--- src/rtl/midi_cmd_encoder.sv ---
// MIDI byte-stream parser that turns note-on/off and all-notes-off messages into 16-bit
// commands, queued in a FIFO and written out over an Avalon-MM master. Option: MIDI_CHANNEL_FILTER_EN.
module midi_cmd_encoder #(
    parameter int         FIFO_DEPTH   = 4,
    parameter logic [3:0] MIDI_CHANNEL = 4'd0
) (
    input  logic                            clk,
    input  logic                            reset,
    input  logic [7:0]                      i_midi_byte,
    input  logic                            i_midi_valid,
    output logic                            avm_m0_write,
    output logic [31:0]                     avm_m0_writedata,
    input  logic                            avm_m0_waitrequest,
    output logic [$clog2(FIFO_DEPTH):0]     o_fifo_count,
    output logic                            o_overflow
);

    localparam int            AW      = $clog2(FIFO_DEPTH);
    localparam int            CW      = AW + 1;
    localparam logic [CW-1:0] DEPTH_C = CW'(FIFO_DEPTH);

`ifdef MIDI_CHANNEL_FILTER_EN
    localparam logic FILTER_EN = 1'b1;
`else
    localparam logic FILTER_EN = 1'b0;
`endif

    typedef enum logic [1:0] {
        ST_IDLE    = 2'd0,
        ST_WAIT_D1 = 2'd1,
        ST_WAIT_D2 = 2'd2
    } state_t;

    state_t         state_r, state_next_s;
    logic [7:0]     status_r, status_next_s;
    logic [6:0]     d1_r, d1_next_s;
    logic [6:0]     d2_s;
    logic           done_s, cmd_hit_s, ch_ok_s;
    logic [15:0]    cmd_s, cmd_r;
    logic           cmd_valid_r;

    logic [15:0]    mem_r [FIFO_DEPTH];
    logic [AW-1:0]  wr_ptr_r, rd_ptr_r, wr_ptr_next_s, rd_ptr_next_s;
    logic [CW-1:0]  count_r, count_next_s;
    logic           pop_s, full_s, push_s, drop_s;
    logic           write_r, overflow_r;
    logic [15:0]    writedata_r, head_next_s;

    assign ch_ok_s = ~FILTER_EN | (status_r[3:0] == MIDI_CHANNEL);

    // Byte classification and parser next-state
    always_comb begin
        state_next_s  = state_r;
        status_next_s = status_r;
        d1_next_s     = d1_r;
        d2_s          = 7'd0;
        done_s        = 1'b0;
        // Realtime bytes (F8-FF) fall through untouched, even mid-message
        if (i_midi_valid && (i_midi_byte[7:3] != 5'b11111)) begin
            if (i_midi_byte[7:4] == 4'hF) begin
                status_next_s = 8'h00;
                state_next_s  = ST_IDLE;
            end else if (i_midi_byte[7]) begin
                status_next_s = i_midi_byte;
                state_next_s  = ST_WAIT_D1;
            end else begin
                case (state_r)
                    ST_WAIT_D1: begin
                        if ((status_r[7:4] == 4'hC) || (status_r[7:4] == 4'hD)) begin
                            done_s = 1'b1;
                        end else begin
                            d1_next_s    = i_midi_byte[6:0];
                            state_next_s = ST_WAIT_D2;
                        end
                    end
                    ST_WAIT_D2: begin
                        d2_s         = i_midi_byte[6:0];
                        done_s       = 1'b1;
                        state_next_s = ST_WAIT_D1;
                    end
                    default: begin
                        state_next_s = ST_IDLE;
                    end
                endcase
            end
        end else begin
            state_next_s = state_r;
        end
    end

    // Command encoding for a completed message; note 127 is reserved for STOP_ALL
    always_comb begin
        cmd_s     = 16'h0000;
        cmd_hit_s = 1'b0;
        case (status_r[7:4])
            4'h9: begin
                if (d1_r != 7'h7F) begin
                    cmd_hit_s = 1'b1;
                    cmd_s = (d2_s != 7'd0) ? {1'b1, d1_r, 1'b0, d2_s} : {1'b0, d1_r, 8'h00};
                end else begin
                    cmd_hit_s = 1'b0;
                end
            end
            4'h8: begin
                if (d1_r != 7'h7F) begin
                    cmd_hit_s = 1'b1;
                    cmd_s     = {1'b0, d1_r, 8'h00};
                end else begin
                    cmd_hit_s = 1'b0;
                end
            end
            4'hB: begin
                if (d1_r == 7'd123) begin
                    cmd_hit_s = 1'b1;
                    cmd_s     = {1'b0, 7'h7F, 8'h00};
                end else begin
                    cmd_hit_s = 1'b0;
                end
            end
            default: begin
                cmd_hit_s = 1'b0;
            end
        endcase
    end

    // Parser state and registered command stage
    always_ff @(posedge clk) begin
        if (reset) begin
            state_r     <= ST_IDLE;
            status_r    <= 8'h00;
            d1_r        <= 7'h00;
            cmd_r       <= 16'h0000;
            cmd_valid_r <= 1'b0;
        end else begin
            state_r     <= state_next_s;
            status_r    <= status_next_s;
            d1_r        <= d1_next_s;
            cmd_r       <= cmd_s;
            cmd_valid_r <= done_s & cmd_hit_s & ch_ok_s;
        end
    end

    // FIFO control; a full FIFO still accepts a push when the head leaves the same cycle
    always_comb begin
        pop_s         = write_r & ~avm_m0_waitrequest;
        full_s        = (count_r == DEPTH_C);
        push_s        = cmd_valid_r & (~full_s | pop_s);
        drop_s        = cmd_valid_r & full_s & ~pop_s;
        wr_ptr_next_s = push_s ? (wr_ptr_r + AW'(1)) : wr_ptr_r;
        rd_ptr_next_s = pop_s ? (rd_ptr_r + AW'(1)) : rd_ptr_r;
        case ({push_s, pop_s})
            2'b10:   count_next_s = count_r + CW'(1);
            2'b01:   count_next_s = count_r - CW'(1);
            default: count_next_s = count_r;
        endcase
        // The entry being written this edge bypasses the array when it becomes the head
        if (count_next_s == CW'(0)) begin
            head_next_s = 16'h0000;
        end else if (push_s && (rd_ptr_next_s == wr_ptr_r)) begin
            head_next_s = cmd_r;
        end else begin
            head_next_s = mem_r[rd_ptr_next_s];
        end
    end

    // Command storage; contents are qualified by the occupancy count
    always_ff @(posedge clk) begin
        if (push_s) begin
            mem_r[wr_ptr_r] <= cmd_r;
        end
    end

    // FIFO pointers, occupancy, sticky overflow and registered Avalon outputs
    always_ff @(posedge clk) begin
        if (reset) begin
            wr_ptr_r    <= '0;
            rd_ptr_r    <= '0;
            count_r     <= '0;
            overflow_r  <= 1'b0;
            write_r     <= 1'b0;
            writedata_r <= 16'h0000;
        end else begin
            wr_ptr_r    <= wr_ptr_next_s;
            rd_ptr_r    <= rd_ptr_next_s;
            count_r     <= count_next_s;
            overflow_r  <= overflow_r | drop_s;
            write_r     <= (count_next_s != CW'(0));
            writedata_r <= head_next_s;
        end
    end

    assign avm_m0_write     = write_r;
    assign avm_m0_writedata = {16'h0000, writedata_r};
    assign o_fifo_count     = count_r;
    assign o_overflow       = overflow_r;

endmodule

--- config.mk ---
export PLATFORM = sky130hd
export DESIGN_NAME = midi_cmd_encoder
export DESIGN_NICKNAME = d
export VERILOG_FILES = /design/src/rtl/midi_cmd_encoder.sv
export SDC_FILE = /design/constraint.sdc
export NUM_CORES = 1
export LEC_CHECK = 0
export ABC_AREA = 1
export CAP_MARGIN = 20
export CORE_UTILIZATION = 45
export CTS_CLUSTER_DIAMETER = 40
export CTS_CLUSTER_SIZE = 30
export DETAILED_ROUTE_END_ITERATION = 10
export MAX_ROUTING_LAYER = met4
export PLACE_DENSITY_LB_ADDON = 0.3
export SYNTH_ARGS = -nofsm -noshare
export SYNTH_HDL_FRONTEND = slang
export SYNTH_SLANG_ARGS = --single-unit
export TNS_END_PERCENT = 50
--- constraint.sdc ---
create_clock -name clk -period 2.72 [get_ports clk]
set_input_delay 0.816 -clock clk [delete_from_list [all_inputs] [get_ports clk]]
set_output_delay 0.816 -clock clk [all_outputs]
set_load 0.02 [all_outputs]
; Word-level counts from Yosys, hierarchy flattened
; Memories as Yosys holds them, arrays and structs flattened. A register that Yosys moved wholly into a read port is not among the register bits.
; Index checks and enable logic that the tools add are counted.
[totals]
register_bits = 43
ramBits = 64
in_bits = 12
out_inout_bits = 37
word_cells = 81
mem_count = 1
[op_classes]
add_sub_neg = 4
n_eq_ne = 15
n_mux = 27
bitwise_logic = 13
n_reduce_logical = 11
[memory_table]
columns = name, depth, width, read_ports, rd_clocked_by_memory_dff, wr, line
row1 = mem_r, 4, 16, 1, 1, 1, 42  ; logic [15:0] mem_r [FIFO_DEPTH];
[op_table]
columns = op, n
row1 = 16-bit case mux with 3 select lines, 1
row2 = 16-bit two-way mux, 2
row3 = 15-bit two-way mux, 2
row4 = 7-bit two-way mux, 4
row5 = "4-bit equality test, second input constant", 6
row6 = 8-bit two-way mux, 2
row7 = 1-bit two-way mux, 8
row8 = 2-bit two-way mux, 4
row9 = "7-bit equality test, second input constant", 1
row10 = "7-bit inequality test, second input constant", 1
row11 = 7-bit nonzero test, 1
row12 = 1-bit inverter, 6
row13 = 3-bit case mux with 2 select lines, 1
row14 = 1-bit AND, 5
row15 = "5-bit inequality test, second input constant", 1
row16 = 5-bit AND reduction, 1
row17 = "2-bit by 1-bit adder with 2-bit output, second input constant", 2
row18 = "2-bit by 1-bit equality test with 1-bit output, second input constant", 2
row19 = "2-bit equality test, second input constant", 2
row20 = "4-bit inequality test, second input constant", 1
row21 = 1-bit case mux with 2 select lines, 2
row22 = 2-bit case mux with 2 select lines, 1
row23 = 2-bit AND reduction, 2
row24 = 2-bit OR reduction, 2
row25 = 9 further kinds, 10

; Longest topological paths before layout
[logic_depth]
depth_word = 9
ltp_mapped = 16

; Least setup slack after synthesis
; Ideal clock, no wire load.
[synth_path]
path_kind = input to register
from = input avm_m0_waitrequest
to = register writedata_r[10], read port of mem_r
arrival_time_ps = 2671
t_required_ps = 2656
path_slack_ps = -15
path_stages = 15
path_buffers = 1
path_cell_list = inv_2 nand2_2 nand4_1 nand2_4 ha_1 inv_1 fa_1 nand2_1 nand3_1 xnor2_1 nand2_1 nand2_1 buf_2 nand2_1 nor2_1
[synth_between]
elab_chain_cells = 8
word_cells_on_any_way = 10
cone_classes = eq/ne (2) / mux (2) / bitwise (4) / reduce/logical (2)
[synth_rtl]
columns = item, line
row1 = "start, declared", 13  ; input logic avm_m0_waitrequest,
row2 = 1-bit inverter (*), 145  ; pop_s = write_r & ~avm_m0_waitrequest;
row3 = 1-bit AND (*), 145
row4 = 1-bit OR, 147  ; push_s = cmd_valid_r & (~full_s | pop_s);
row5 = 1-bit AND, 147
row6 = 2-bit by 1-bit equality test with 1-bit output or 2-bit equality test (tied branches), 151  ; case ({push_s, pop_s})
row7 = 3-bit case mux with 2 select lines, 151
row8 = 3-bit logical NOT, 157  ; if (count_next_s == CW'(0)) begin
row9 = 2-bit OR reduction (no line), --
row10 = "end, declared", 47  ; logic [15:0] writedata_r, head_next_s;
; Mark *: on every way between the ends. The rest lies on a longest branch, timed or not.
; A chain may end at the register's enable or synchronous reset.

; Final worst setup path
[layout_path]
from = register write_r, in the netlist avm_m0_write
to = output avm_m0_write
[layout_lines]
columns = item, line
row1 = "start, declared", 46  ; logic write_r, overflow_r;
row2 = "start signal, assigned", 187  ; write_r <= (count_next_s != CW'(0));
row3 = "end, declared", 11  ; output logic avm_m0_write,
; No word-level cell between the ends.

==> metrics.md <==
| Metric | Value |
|---|---|
| Final period utilization | `86.9%` |
| CTS root buffer | `clkbuf_8` |
| Crit. path cell count | `1` |
| H-tree depth | `4` |
| Cells along the critical path | `clkdlybuf4s50_1` |
| Largest net degree at the start of global routing | `40` |
| Sequential standard cell area | `approximately 0.0029 sq mm` |
| Wirelength, routed | `10.5 mm` |
| Unrepaired setup endpoints after global routing | `false` |
| Initial Utilization | `46.7%` |
| Gr ovfl total | `0` |
| Worst Path Arrival | `about 1600 ps` |
| Clock Sinks | `113` |
| DRC | `0` |
| CP Class | `reg -> out` |
| GRT Total Usage | `20.6%` |
| Peak Freq | `between 400 and 500 MHz` |
| Synth Cell Area | `0.00487 sq mm` |
| Dpl ws | `-513 ps` |
| Vias per cell | `a little under 5` |
| Clock latency at the later pin of the worst-skew pair | `~520 ps` |
| Initial antenna violation count | `0` |
| CP max-delay cell | `clkdlybuf4s50_1` |
| Total CTS buffers | `17` |
| Layout fillers | `roughly 860` |
| Status | `finished, final reports clean` |
| Clock-pin slew on the worst setup and hold paths | `50 ps` |
| Die extent in x | `106 um` |
| Startpoint types | `register` |
| Gpl congestion | `0.800` |
| Setup violations, final | `0` |
| Main synth FF type | `edfxtp_1` |
| Final min period | `2360 ps` |
| Drt wl/cell | `about 14 um` |
| Critical path buffer and inverter count | `1` |
| Type of the worst min-delay path | `reg -> reg` |
| YS warnings | `0` |
| CP Capture Type | `primary output` |
| Comb pwr share | `4.6%` |
| Setup WS post-layout | `357 ps` |
| Part of the power in registers | `~40%` |
| TritonCTS clock tree | `done` |
| Total power | `4.48 mW` |
| Site Rows | `37` |
| Area delta synth->final | `28.1%` |
| Final hold slack | `between 400 and 500 ps` |
| Worst EP required | `between 1500 and 2000 ps` |
| EDFF count, synth | `60` |
| Antenna cell count | `0` |
| Post-Synthesis Cells | `533` |
| Pleak | `2.72 nW` |
| Net Sw Frac | `20.3%` |
| Final setup TNS | `0 ps` |
| Layout Skew | `9.79 ps` |
| Yosys cell types | `28` |
| R2r setup slk | `430 ps` |
| Drt first pass iters | `4` |
| Post-CTS Hold Fix Bufs | `0` |
| Die Span Y | `106 um` |
| Core box area | `0.0104 sq mm` |
| FFs w/ async S/R, synth | `0%` |
| Register bit total from synthesis | `between 100 and 150` |
| Sequential share of the synthesized area | `approximately three fifths` |
| CTS Buffer Depth | `2` |
| Share of post-route cells with drive strength above 1 | `13.8%` |
| Port Buffers | `31` |
| Clock power share | `55.1%` |
| Starting DRC count in detailed routing | `184` |
| Cell Int Power | `between 3 and 4 mW` |
| Max IR drop VDD | `0.388 mV` |
| First-pass GRT wire length | `~17 mm` |
| Final hold vios | `0` |
| Via Count | `roughly 3600` |
| Die area | `0.0112 sq mm` |
| Worst r2r path cells | `14` |
| Max cap viols | `0` |
| Hold depth | `2` |
| Vias in the first global route | `about 3500` |
| Crit-path leading delay family | `buffers and inverters` |
| P_sw | `about 910 uW` |
| CP Max Fanout | `4` |
| Dpl hpwl | `6.48 mm` |
| Final Max Slew Viols | `0` |
| I/O Pins | `49` |
| Syn Area/Cell | `9.13 sq um` |
| Multi-input logic area | `0.00163 sq mm` |
| CP peak stage delay | `630 ps` |
| DRT antenna net count | `0` |
| Pwr dens | `around 720 mW/mm^2` |
| Final Net Count | `a little over 600` |
cell families (layout without fill, tap and decap cells):
logic type / count (synthesis) / after routing / synth area share [%]
and+or+nand+nor: 263 / 263 / 24.2
DFF: 113 / 113 / 58.8
buffers and inverters: 105 / 163 / 9.95
AOI/OAI and AO/OA: 40 / 40 / 4.11
adders and majority gates: 9 / 9 / 2.47
xor gates and xnor gates: 2 / 2 / 0.360
other: 1 / 17 / 0.0770
state kept, by name, indices dropped and copies added, names as in the netlist:
| name | cells |
|---|---|
| avm_m0_write | 1 |
| cmd_r | 15 |
| cmd_valid_r | 1 |
| d1_r | 7 |
| mem_r | 60 |
| o_fifo_count | 3 |
| o_overflow | 1 |
| rd_ptr_r | 2 |
| state_r | 2 |
| status_r | 4 |
| wr_ptr_r | 2 |
| writedata_r | 15 |
cell type report:
type	instances	area share, %
sequential	113	45.9
multi-input combinational	331	26.2
clock buffer	18	6.86
inverter	73	4.39
tap	136	2.73
timing repair buffer	58	10.2
clock inverter	14	3.77
stage by stage:
step | instance area (sq um) | utilization, % | std cells
2_1_floorplan | 4930 | - | 549
3_3_place_gp | 5480 | 52.6 | 708
3_5_place_dp | 5480 | 52.6 | 708
4_1_cts | 6140 | 59.0 | 740
5_1_grt | 6230 | 59.9 | 743
6_report | 6230 | 59.9 | 743
cell usage in the layout (no fill, tap or decap), drive strengths merged, types with 19 or more instances in the layout:
| cell type | instances |
|---|---|
| a21oi | 19 |
| buf | 26 |
| clkbuf | 19 |
| clkdlybuf4s50 | 30 |
| dfxtp | 53 |
| edfxtp | 60 |
| inv | 74 |
| nand2 | 121 |
| nand3 | 49 |
| nor2 | 69 |
| o21ai | 21 |
Yosys cell counts, drive strengths merged, types with 5 or more instances:
cell type	number	share of area, %
nand4	5	0.64
nand3	49	5.1
nand2	121	9.9
edfxtp	60	37
inv	73	5.6
o21ai	21	2.2
nand3b	16	2.5
nor2	69	5.7
buf	28	4.0
a21oi	19	2.0
ha	8	2.1
dfxtp	53	22
metal layers:
metal	global-route usage, %	up-vias	part of all wire [%]
li1	-	1811	-
met1	24.2	1665	44
met2	33.8	98	50
met3	4.78	10	5.4
met4	9.13	0	0.99
met5	-	-	0
timing repair:
action / CTS / global route
buffers inserted: 0 / 2
setup endpoints to repair: 0 / 16
resized for setup: 0 / 17
worst min-delay path, stage by stage (launching register included):
cell and delay (ps):
dfxtp_1 310, inv_1 70, nor2_1 50
worst paths after layout:
path,end,startpoint
max,avm_m0_write,avm_m0_write
min,cmd_r[8],d1_r[0]
max reg2reg,writedata_r[5],avm_m0_write
min reg2reg,cmd_r[8],d1_r[0]
power by group through the flow:
stage / sequential (mW) / combinational, mW / clock (mW)
final: 1.81 / 0.206 / 2.47
after global routing: 1.81 / 0.229 / 2.57
after floorplan: 1.85 / 0.133 / 0
after CTS: 1.81 / 0.200 / 2.50
after global placement: 1.84 / 0.194 / 0
after detailed placement: 1.84 / 0.198 / 0
No activity file was read; power rests on OpenSTA's default activity.
